[src/rtl/uart_tx_arb_pkg.sv]
// Shared types and helpers for the UART TX arbiter slice.
package uart_tx_arb_pkg;

  typedef enum logic [1:0] {
    IDLE  = 2'd0,
    ISSUE = 2'd1,
    FRAME = 2'd2
  } state_t;

  localparam logic PAR_EVEN = 1'b0;
  localparam logic PAR_ODD  = 1'b1;

  // Width of a requester index; never below 1 bit.
  function automatic int id_w(input int n);
    return (n > 1) ? $clog2(n) : 1;
  endfunction

endpackage

[src/rtl/uart_tx_arbiter_rr_arbiter.sv]
// Combinational round-robin pick: first requester at or after ptr, wrapping to 0.
module rr_arbiter
  import uart_tx_arb_pkg::*;
#(
  parameter int N   = 4,
  parameter int IDW = id_w(N)
) (
  input  logic [N-1:0]   req,
  input  logic [IDW-1:0] ptr,
  output logic [N-1:0]   gnt,
  output logic [IDW-1:0] idx,
  output logic           any
);

  // Upper segment (index >= ptr) has priority over the wrapped lower segment.
  always_comb begin
    gnt = '0;
    idx = '0;
    any = 1'b0;
    for (int i = 0; i < N; i++) begin
      if (!any && req[i] && (IDW'(i) >= ptr)) begin
        any    = 1'b1;
        gnt[i] = 1'b1;
        idx    = IDW'(i);
      end
    end
    for (int i = 0; i < N; i++) begin
      if (!any && req[i]) begin
        any    = 1'b1;
        gnt[i] = 1'b1;
        idx    = IDW'(i);
      end
    end
  end

endmodule

[src/rtl/uart_tx_arbiter.sv]
// Round-robin share of one UART TX among NUM_REQ byte sources.
// Optional: define UART_TX_ARB_BURST_EN to let an owner keep the TX for up to
// BURST_LEN consecutive frames while it stays valid.
module uart_tx_arbiter
  import uart_tx_arb_pkg::*;
#(
  parameter int NUM_REQ   = 4,
  parameter int DATA_W    = 8,
  parameter int BURST_LEN = 4
) (
  input  logic                      clk,
  input  logic                      ARSTn,
  input  logic [NUM_REQ-1:0]        req_valid,
  input  logic [NUM_REQ*DATA_W-1:0] req_data,
  output logic [NUM_REQ-1:0]        req_ready,
  input  logic [NUM_REQ-1:0]        cfg_par_en,
  input  logic [NUM_REQ-1:0]        cfg_par_typ,
  output logic                      tx_data_valid,
  output logic [DATA_W-1:0]         tx_p_data,
  output logic                      tx_par_en,
  output logic                      tx_par_typ,
  input  logic                      tx_busy,
  output logic [id_w(NUM_REQ)-1:0]  grant_id,
  output logic                      frame_done
);

  localparam int IDW = id_w(NUM_REQ);

  if (NUM_REQ < 2 || NUM_REQ > 8 || BURST_LEN < 1) begin : g_cfg_err
    $error("uart_tx_arbiter: NUM_REQ must be 2..8 and BURST_LEN >= 1");
  end

  function automatic logic [IDW-1:0] inc_id(input logic [IDW-1:0] v);
    return (v == IDW'(NUM_REQ - 1)) ? '0 : v + 1'b1;
  endfunction

  state_t               state, state_n;
  logic [IDW-1:0]       ptr, ptr_n, arb_ptr;
  logic [NUM_REQ-1:0]   gnt, ready_n;
  logic [IDW-1:0]       gnt_idx, gid_n;
  logic                 gnt_any;
  logic                 dv_n, done_n, pe_n, pt_n, sel_pe, sel_pt;
  logic [DATA_W-1:0]    data_n, sel_data;

`ifdef UART_TX_ARB_BURST_EN
  localparam int CNT_W = $clog2(BURST_LEN + 1);
  logic [CNT_W-1:0] burst_cnt, burst_cnt_n;
  // Burst exhausted: scan starts past the owner, otherwise the held pointer re-picks it.
  assign arb_ptr = (burst_cnt >= CNT_W'(BURST_LEN)) ? inc_id(grant_id) : ptr;
`else
  assign arb_ptr = ptr;
`endif

  rr_arbiter #(.N(NUM_REQ), .IDW(IDW)) u_rr (
    .req (req_valid),
    .ptr (arb_ptr),
    .gnt (gnt),
    .idx (gnt_idx),
    .any (gnt_any)
  );

  // One-hot mux of the winner's byte and parity config.
  always_comb begin
    sel_data = '0;
    for (int i = 0; i < NUM_REQ; i++)
      if (gnt[i]) sel_data = sel_data | req_data[i*DATA_W +: DATA_W];
    sel_pe = |(cfg_par_en & gnt);
    sel_pt = |(cfg_par_typ & gnt);
  end

  // Next state and next values of every registered output.
  always_comb begin
    state_n = state;
    ptr_n   = ptr;
    ready_n = '0;
    dv_n    = 1'b0;
    done_n  = 1'b0;
    data_n  = tx_p_data;
    pe_n    = tx_par_en;
    pt_n    = tx_par_typ;
    gid_n   = grant_id;
`ifdef UART_TX_ARB_BURST_EN
    burst_cnt_n = burst_cnt;
`endif
    unique case (state)
      IDLE: begin
`ifdef UART_TX_ARB_BURST_EN
        // Owner went away: burst ends and the pointer moves past it.
        if (burst_cnt != '0 && !req_valid[grant_id]) begin
          burst_cnt_n = '0;
          ptr_n       = inc_id(grant_id);
        end
`endif
        // frame_done cycle never grants, so a lone requester gets an IDLE gap.
        if (gnt_any && !tx_busy && !frame_done) begin
          state_n = ISSUE;
          ready_n = gnt;
          data_n  = sel_data;
          pe_n    = sel_pe;
          pt_n    = sel_pt;
          gid_n   = gnt_idx;
`ifdef UART_TX_ARB_BURST_EN
          ptr_n       = gnt_idx;
          burst_cnt_n = (gnt_idx == grant_id && burst_cnt != '0 &&
                         burst_cnt < CNT_W'(BURST_LEN)) ? burst_cnt + 1'b1 : CNT_W'(1);
`else
          ptr_n = inc_id(gnt_idx);
`endif
        end
      end
      ISSUE: begin
        if (tx_busy) state_n = FRAME;
        else         dv_n    = 1'b1;
      end
      FRAME: begin
        if (!tx_busy) begin
          done_n  = 1'b1;
          state_n = IDLE;
        end
      end
      default: state_n = IDLE;
    endcase
  end

  // State and output registers; reset aborts any frame in flight.
  always_ff @(posedge clk or negedge ARSTn) begin
    if (!ARSTn) begin
      state         <= IDLE;
      ptr           <= '0;
      req_ready     <= '0;
      tx_data_valid <= 1'b0;
      tx_p_data     <= '0;
      tx_par_en     <= 1'b0;
      tx_par_typ    <= PAR_EVEN;
      grant_id      <= '0;
      frame_done    <= 1'b0;
`ifdef UART_TX_ARB_BURST_EN
      burst_cnt     <= '0;
`endif
    end else begin
      state         <= state_n;
      ptr           <= ptr_n;
      req_ready     <= ready_n;
      tx_data_valid <= dv_n;
      tx_p_data     <= data_n;
      tx_par_en     <= pe_n;
      tx_par_typ    <= pt_n;
      grant_id      <= gid_n;
      frame_done    <= done_n;
`ifdef UART_TX_ARB_BURST_EN
      burst_cnt     <= burst_cnt_n;
`endif
    end
  end

endmodule
[config.mk]
export PLATFORM = sky130hd
export DESIGN_NAME = uart_tx_arbiter
export DESIGN_NICKNAME = d
export VERILOG_FILES = /design/src/rtl/uart_tx_arb_pkg.sv /design/src/rtl/uart_tx_arbiter_rr_arbiter.sv /design/src/rtl/uart_tx_arbiter.sv
export SDC_FILE = /design/constraint.sdc
export NUM_CORES = 1
export LEC_CHECK = 0
export ABC_AREA = 1
export CAP_MARGIN = 20
export CORE_ASPECT_RATIO = 1.2
export CORE_MARGIN = 8
export CORE_UTILIZATION = 45
export CTS_BUF_LIST = sky130_fd_sc_hd__clkbuf_2 sky130_fd_sc_hd__clkbuf_4 sky130_fd_sc_hd__clkbuf_8
export DETAILED_ROUTE_END_ITERATION = 10
export GPL_TIMING_DRIVEN = 0
export PLACE_DENSITY_LB_ADDON = 0.2
export SYNTH_ARGS = -nofsm -noshare
export SYNTH_HDL_FRONTEND = slang
export SYNTH_SLANG_ARGS = --single-unit
export TNS_END_PERCENT = 30
[constraint.sdc]
create_clock -name clk -period 2.2 [get_ports clk]
set_input_delay 0.33 -clock clk [delete_from_list [all_inputs] [get_ports clk]]
set_output_delay 0.33 -clock clk [all_outputs]
set_load 0.02 [all_outputs]
; Yosys cells after proc, flatten, opt, wreduce, memory -nomap -nowiden
; Cells that the tools add are included.
[word_totals]
input_bits = 47
regBits = 22
elab_cells = 88
[op_classes]
n_mux = 36
n_eq_ne = 6
n_reduce_logical = 27
magnitude_cmp = 4
bitwise_logic = 5
addsub = 1
[ops]
columns = cell, n
row1 = $mux 8, 4
row2 = $or 8x8->8, 3
row3 = $mux 2, 10
row4 = $mux 1, 19
row5 = $logic_and 1x1->1, 13
row6 = $logic_not 1->1, 9
row7 = $and 4x4->4, 2
row8 = $mux 4, 2
row9 = $reduce_or 4->1, 2
row10 = $ne 2x2->1 const B, 3
row11 = $pmux 2 s3, 1
row12 = $eq 2x2->1 const B, 2
row13 = $ge 1x2->1 const A, 2
row14 = $ge 2x2->1 const A, 2
row15 = $reduce_and 3->1, 1
row16 = $add 2x1->2 const B, 1
row17 = $eq 2x1->1 const B, 1
row18 = $logic_not 2->1, 1
row19 = $reduce_and 2->1, 1

; Longest topological paths before layout
; Gate-level depths: netlist of the first run.
[depth]
ltp_word = 31
depth_mapped = 13
mapped_depth_nobuf = 12

; By module
; A second synthesis of the first run with hierarchy kept.
[hier_totals]
cells_unflattened = 216
hier_area_um2 = 1366.3
[by_module_without_submodules]
columns = mod, seq_area_each_um2, area_each_um2, cells_each, instances
row1 = uart_tx_arbiter, 550.5, 1219.9, 187, 1
row2 = rr_arbiter, 0.0, 146.4, 29, 1

; Worst setup path before layout of the first run
; No wires, ideal clock.
[synth_timing]
path_kind = reg-to-reg
start = register ptr[0] (netlist: arb_ptr[0])
end = register tx_p_data[3]
path_stages_with_launch = 12
setup_ns = 0.113
synth_period_minus_slack_ns = 1.384
arrival_time_ns = 1.271
slack_ns = 0.816
path_buffers = 1
cell_sequence = dfrtp_1 > nor2_1 > nand2_2 > nand2_2 > inv_1 > nand3_1 > buf_4 > nor2_1 > nor2_1 > nand3_1 > nand2_1 > inv_1
[synth_between]
elab_chain_len = 30
elab_cells_between_ends = 47
classes_between = 4 x order compare / 19 x mux / 3 x bitwise / 21 x reduce/logical
[synth_rtl]
columns = item, line_no
row1 = from (decl), uart_tx_arbiter.sv:38  ; logic [IDW-1:0] ptr, ptr_n, arb_ptr;
row2 = from (signal assigned), uart_tx_arbiter.sv:142  ; ptr <= ptr_n;
row3 = $ge 1x2->1, uart_tx_arbiter_rr_arbiter.sv:21  ; if (!any && req[i] && (IDW'(i) >= ptr)) begin
row4 = $logic_and 1x1->1, uart_tx_arbiter_rr_arbiter.sv:21
row5 = $mux 1, uart_tx_arbiter_rr_arbiter.sv:21
row6 = $logic_not 1->1, uart_tx_arbiter_rr_arbiter.sv:21
row7 = $logic_and 1x1->1 (2 in a row), uart_tx_arbiter_rr_arbiter.sv:21
row8 = $mux 1, uart_tx_arbiter_rr_arbiter.sv:21
row9 = $logic_not 1->1, uart_tx_arbiter_rr_arbiter.sv:21
row10 = $logic_and 1x1->1 (2 in a row), uart_tx_arbiter_rr_arbiter.sv:21
row11 = (+11 left out), --
row12 = $logic_not 1->1, uart_tx_arbiter_rr_arbiter.sv:28  ; if (!any && req[i]) begin
row13 = $logic_and 1x1->1, uart_tx_arbiter_rr_arbiter.sv:28
row14 = $mux 1, uart_tx_arbiter_rr_arbiter.sv:28
row15 = $logic_not 1->1, uart_tx_arbiter_rr_arbiter.sv:28
row16 = $logic_and 1x1->1, uart_tx_arbiter_rr_arbiter.sv:28
row17 = $mux 1, uart_tx_arbiter_rr_arbiter.sv:28
row18 = $logic_and 1x1->1 (2 in a row), uart_tx_arbiter.sv:95  ; if (gnt_any && !tx_busy && !frame_done) begin
row19 = $reduce_and 2->1 (no source line), --
row20 = to (signal assigned), uart_tx_arbiter.sv:145  ; tx_p_data <= data_n;
row21 = to (decl), uart_tx_arbiter.sv:19  ; output logic [DATA_W-1:0] tx_p_data,
; Several ways; a longest one is shown, not always the timed one.
; A chain may end at the register's enable or synchronous reset.

; Worst setup path in the final report of the first run
[layout_timing]
start = register ptr[0] (netlist: arb_ptr[0])
end = register tx_p_data[6]
; The elaborated chain is that of the path after synthesis.

==> flow_summary.toml, run 1 <==
[status]
status = "finished, final reports clean"

[worst_setup_path]
endpoint = "tx_p_data[6]"
r2r_setup_slack_ps = 540
reg2reg_to = "tx_p_data[6]"
cp_max_fo = 10
crit_path_start = "arb_ptr[0]"
cp-start-kind = "flip-flop"
crit_type = "reg -> reg"
critPathCaptureType = "flip-flop"
crit_arrival_ps = 1890
r2r-start = "arb_ptr[0]"
cp.required_ps = 2430
r2r_cells = 11

[synth]
yosysTopAreaCell = "dfrtp_1"
syn-cell-area_mm2 = 0.00132
yosysWarnings = 0
synthCells = 192
synth_area_leaders = "dfrtp_1 (42%), nand2_1 (17%), inv_1 (10%)"
synth_top_area_frac = 0.418
syn_nets = 239
async_flop_share = 1.00
synth_edf_count = 0
syn_area_per_cell_um2 = 6.86
ys.flop_type = "dfrtp_1"
synth-seq-cells = 22
synth_cell_types = 23
ys_top_cells_by_count = "nand2_1 (61), inv_1 (36), nor2_1 (26), dfrtp_1 (22), nand3_1 (14)"
yosysMostFrequentCell = "nand2_1"
yosysSeqAreaShare = 0.418

[power_and_ir_drop]
power.switching_w = 0.000902
p_comb_frac = 0.564
swShare = 0.407
clkPwrFrac = 0.144
power_frac_seq = 0.291
power.static_leakage_nw = 1.06
ir_drop_mv = 0.684
p_per_area_mw_per_mm2 = 1070
p_int_w = 0.00132

[timing]
slew_headroom = 0.717
min_period_ps = 1660
hold_viol_final = 0
fin_crit_sh = 0.756
tightest_slew_ps = 423
maxSlewViolCount = 0
skew_ps = 4.51
setup_tns_ps = 0
fmax_mhz = 601
grt_setup_unrepaired = "no"
whs_ps = 295
setup_viol_count_final = 0

[grt]
grt_pass1_wl_um = 6200
grt_use_total = 0.162
grt_max_degree = 23
grt-ovfl-total = 0
antenna_found_initial = 0
first_global_vias = 1380

[die]
dieArea_mm2 = 0.00492
start_util = 0.473
core_mm2 = 0.00279
die_w_um = 65.4
die_h_um = 75.2
rows = 21
io_pins = 65

[detailed_routing]
drc_errors = 0
wirelength_um = 3850
vias = 1364
dr.first_iter.drc_count = 49
drt-pass1-iter-count = 4
routedWlPerCell_um = 13.1
drt-vias-per-instance = 4.62
antenna_left = 0

[placement]
io_buffers = 64
dpl.hpwl_um = 2950
place_area_mm2 = 0.00200
gp_congestion = 0.873

[layout]
final_cell_area_mm2 = 0.00207
drive_gt1_frac = 0.0881
fillers = 246
antenna-diode-count = 0
nets = 309
syn_to_final_growth_pct = 57.0

[clock_network]
cts-resized-gates = 0
cts_hold_buf = 0
clkSinkCount = 22
cts-root-buf = "clkbuf_4"
cts_tree = "built"
cts_setup_buffers = 0
cts.clk_slew.worst_paths_ps = 140
cts-buffers-inserted = 3
cts_htree_levels = 1
cts_buffer_depth = 2
insertion_delay_ps = 310

[worst_hold_path]
hp-class = "in -> async"

[flow_run]
drv_cap = 0
-- metrics by stage --
stage          utilization  total power [W]  setup slack, ps  instances
2_1_floorplan            -          0.00140              816        192
3_3_place_gp         0.718          0.00189              266        290
3_5_place_dp         0.718          0.00191              260        290
4_1_cts              0.737          0.00223              540        294
5_1_grt              0.742          0.00239              395        295
6_report             0.742          0.00222              537        295
-- power groups by stage --
stage / Sequential, W / Clock, W / Combinational [W]
floorplan: 0.000816 / 0 / 0.000588
global placement: 0.000649 / 0 / 0.00124
detailed placement: 0.000656 / 0 / 0.00126
CTS: 0.000648 / 0.000321 / 0.00126
global route: 0.000668 / 0.000332 / 0.00139
finish: 0.000646 / 0.000320 / 0.00125
-- routing by layer --
metal  track usage  vias to the layer above  part of all wire
met1         0.173                      610              0.39
li1              -                      701                 -
met5             0                        -                 0
met3        0.0625                        4              0.10
met4        0.0510                        0            0.0093
met2         0.289                       49              0.50
-- kinds of logic (layout without fill, tap and decap cells) --
kind of cell           after synthesis  in the layout  synth area share
buffers and inverters               42            111             0.135
AND/OR/NAND/NOR                    121            121             0.405
flip-flops                          22             22             0.418
AO/OA/AOI/OAI                        7              7            0.0418
-- state kept, by name, summed over array words and instances (netlist names), 2 cells and up --
name       flops
arb_ptr        2
grant_id       2
req_ready      4
state          2
tx_p_data      8
-- layout make-up --
type,count,area [um2],share of cell area
plain buffers,5,38.8,0.0188
clock buffers,3,22.5,0.0109
clock inverters,1,30.0,0.0145
inverters,37,139,0.0672
multi-input cells,128,588,0.285
flip-flops and latches,22,551,0.266
well taps,34,42.5,0.0206
repair buffers,65,656,0.317
-- worst min-delay path by stage --
stage / start / end / slack [ps] / cells past startpoint
final: ARSTn / req_ready[1] / 290 / 1
after global routing: ARSTn / req_ready[1] / 320 / 1
after CTS: grant_id[0] / grant_id[0] / 510 / 1
after detailed placement: grant_id[0] / grant_id[0] / 480 / 1
after global placement: grant_id[0] / grant_id[0] / 470 / 1
after floorplan: ARSTn / arb_ptr[0] / 30 / 0
-- worst max-delay path: stages, from the launching register on --
cell and delay, ps:
dfrtp_1 420, nor2_1 140, nand2_2 100, nand2_2 100
inv_1 60, nand3_1 140, buf_4 220, nor2_1 60
nor2_1 130, nand3_1 100, nand2_1 70, inv_1 40
-- layout by cell type, fill, tap and decap left out, types with 2 or more instances in the layout --
cell type,n
dfrtp_1,22
nand3_1,14
nand2_2,6
o21ai_2,2
buf_4,3
clkdlybuf4s50_1,64
or2_0,8
clkbuf_4,3
inv_1,36
nand2_1,61
nor2_1,26
(Power assumes the default switching activity.)
==> run 2, diff against run 1 <==
CORE_UTILIZATION = 37   (was 45)
clock period = 1.5 ns   (was 2.2 ns; I/O delays follow)
==> run 2 against run 1 <==
Effect of this change: the run now ends with negative setup slack left; non-clock buffer count rose by 4; register-to-register slack got worse by 610 ps; count of clock-buffer cells in the layout did not move; total power increased by 59%; sequential power rose by 49%; via count up 2.5%; flip-flop and latch count stayed put; first-iteration DRC count is 16% lower; final area rose by 7.1%; global-route usage decreased by 2.1 points; utilization fell by 8.5 points; hold slack got worse by 6.0 ps; critical path type is now in -> reg.
==> flow_summary.toml, run 2 (same netlist as run 1, synthesis figures left out) <==
[worst_setup_path]
cp.required_ps = 1670
cp-start-kind = "input pin"
crit_arrival_ps = 1760
critPathCaptureType = "flip-flop"
crit_type = "in -> reg"
cp_max_fo = 5

[worst_hold_path]
hp-class = "in -> async"

[detailed_routing]
vias = 1398
drc_errors = 0
routedWlPerCell_um = 13.4
wirelength_um = 4070
drt-vias-per-instance = 4.61
dr.first_iter.drc_count = 41
drt-pass1-iter-count = 4
antenna_left = 0

[timing]
fin_crit_sh = 1.06
grt_setup_unrepaired = "yes"
worst_slack_ps = -95.5
whs_ps = 289
hold_viol_final = 0
tightest_slew_ps = 496
fmax_mhz = 627
min_period_ps = 1600
maxSlewViolCount = 0
slew_headroom = 0.668
setup_viol_count_final = 12
skew_ps = 2.95

[clock_network]
clkSinkCount = 22
cts-root-buf = "clkbuf_8"
cts_htree_levels = 1
cts_hold_buf = 0
cts.clk_slew.worst_paths_ps = 80
cts_buffer_depth = 2
insertion_delay_ps = 260
cts_tree = "built"
cts-buffers-inserted = 3

[placement]
gp_congestion = 0.799
dpl_worst_slack_ps = -337
io_buffers = 64
place_inst = 293
dpl.hpwl_um = 2970

[die]
core_mm2 = 0.00337
die_h_um = 81.3
dieArea_mm2 = 0.00573
die_w_um = 70.4
start_util = 0.391
io_pins = 65
rows = 23

[layout]
syn_to_final_growth_pct = 68.2
layout_common_cells = "clkdlybuf4s50_1 (57), nand2_1 (55), inv_1 (36)"
fillers = 307
drive_gt1_frac = 0.135
final_common_cell = "clkdlybuf4s50_1"
register_area_um2 = 551
antenna-diode-count = 0
largest_reg_flops = 8
multi_input_area_um2 = 633
nets = 314
fin_cells = 303
regMostFlops = "tx_p_data"
reg_top3 = "tx_p_data x8, req_ready x4"

[grt]
grt_max_degree = 23
grt-ovfl-total = 0
grt_pass1_wl_um = 6510
antenna_found_initial = 0
grt_use_total = 0.141
first_global_vias = 1394

[status]
violations = "negative setup slack"
status = "finished with violations"

[power_and_ir_drop]
power.static_leakage_nw = 1.17
p_per_area_mw_per_mm2 = 1590
ir_drop_mv = 0.975
p_total_w = 0.00353

[flow_run]
drv_cap = 0
==> run 2: changes by cell type in the layout (fill, tap and decap cells not counted), moves of 2 or more <==
cell / before / now
clkdlybuf4s50_1: 64 / 57
dlymetal6s2s_1: 0 / 7
nand2_1: 61 / 55
nand2_2: 6 / 10
buf_6: 1 / 4
clkbuf_4: 3 / 0
clkbuf_8: 0 / 3
nand2_4: 0 / 2
==> run 2: layout make-up <==
cell class | instances | share of cell area
buffer | 5 | 0.0271
clock buffer | 3 | 0.0187
clock inverter | 1 | 0.0136
inverter | 37 | 0.0639
multi-input combinational | 128 | 0.286
sequential | 22 | 0.249
tap | 37 | 0.0209
timing repair buffer | 69 | 0.318
timing repair inverter | 1 | 0.00339
==> run 2: worst max-delay path, cell delays in order <==
cell             delay, ps
clkdlybuf4s50_1        490
nand2_2                130
nand2_2                 60
nor2_4                 160
nand4_4                110
nand2_4                130
clkinvlp_4             130
or2_0                  210
nand2_1                 70
inv_1                   40
==> run 2: power breakdown <==
part           internal [W]  total, W  leakage (nW)  switching [W]
Clock              0.000357  0.000562        0.0357       0.000206
Sequential         0.000837  0.000963         0.268       0.000126
Combinational      0.000916   0.00200         0.862        0.00108
Total               0.00211   0.00353          1.17        0.00142
==> run 2: routing by layer <==
metal | GRT usage | share of wire
met1 | 0.161 | 0.42
met3 | 0.0512 | 0.071
met2 | 0.236 | 0.50
met4 | 0.0543 | 0.012
met5 | 0 | 0
==> run 2: final timing paths <==
kind / from / end / slack [ps] / cells past startpoint
setup / recovery: req_valid[2] / tx_p_data[7] / -100 / 10
hold / removal: ARSTn / req_ready[2] / 290 / 1
setup reg to reg: arb_ptr[0] / tx_p_data[7] / -70 / 10
hold reg to reg: grant_id[0] / grant_id[0] / 490 / 1
max in group asynchronous: ARSTn / req_ready[1] / 740 / 2
min in group clk: grant_id[0] / grant_id[0] / 490 / 1
==> run 2: what timing repair did <==
item,CTS,global route
pin swaps,2,1
setup endpoints to repair,12,24
buffers inserted,2,1
cloned,2,0
gates resized for setup,12,14
==> run 2: metrics by stage <==
stage               setup TNS [ps]  area [um2]   util
floorplan                        0        1320      -
global route                 -1930        2210  0.657
CTS                           -212        2150  0.639
global placement             -5280        2000  0.595
finish                        -553        2210  0.657
detailed placement           -6020        2000  0.595
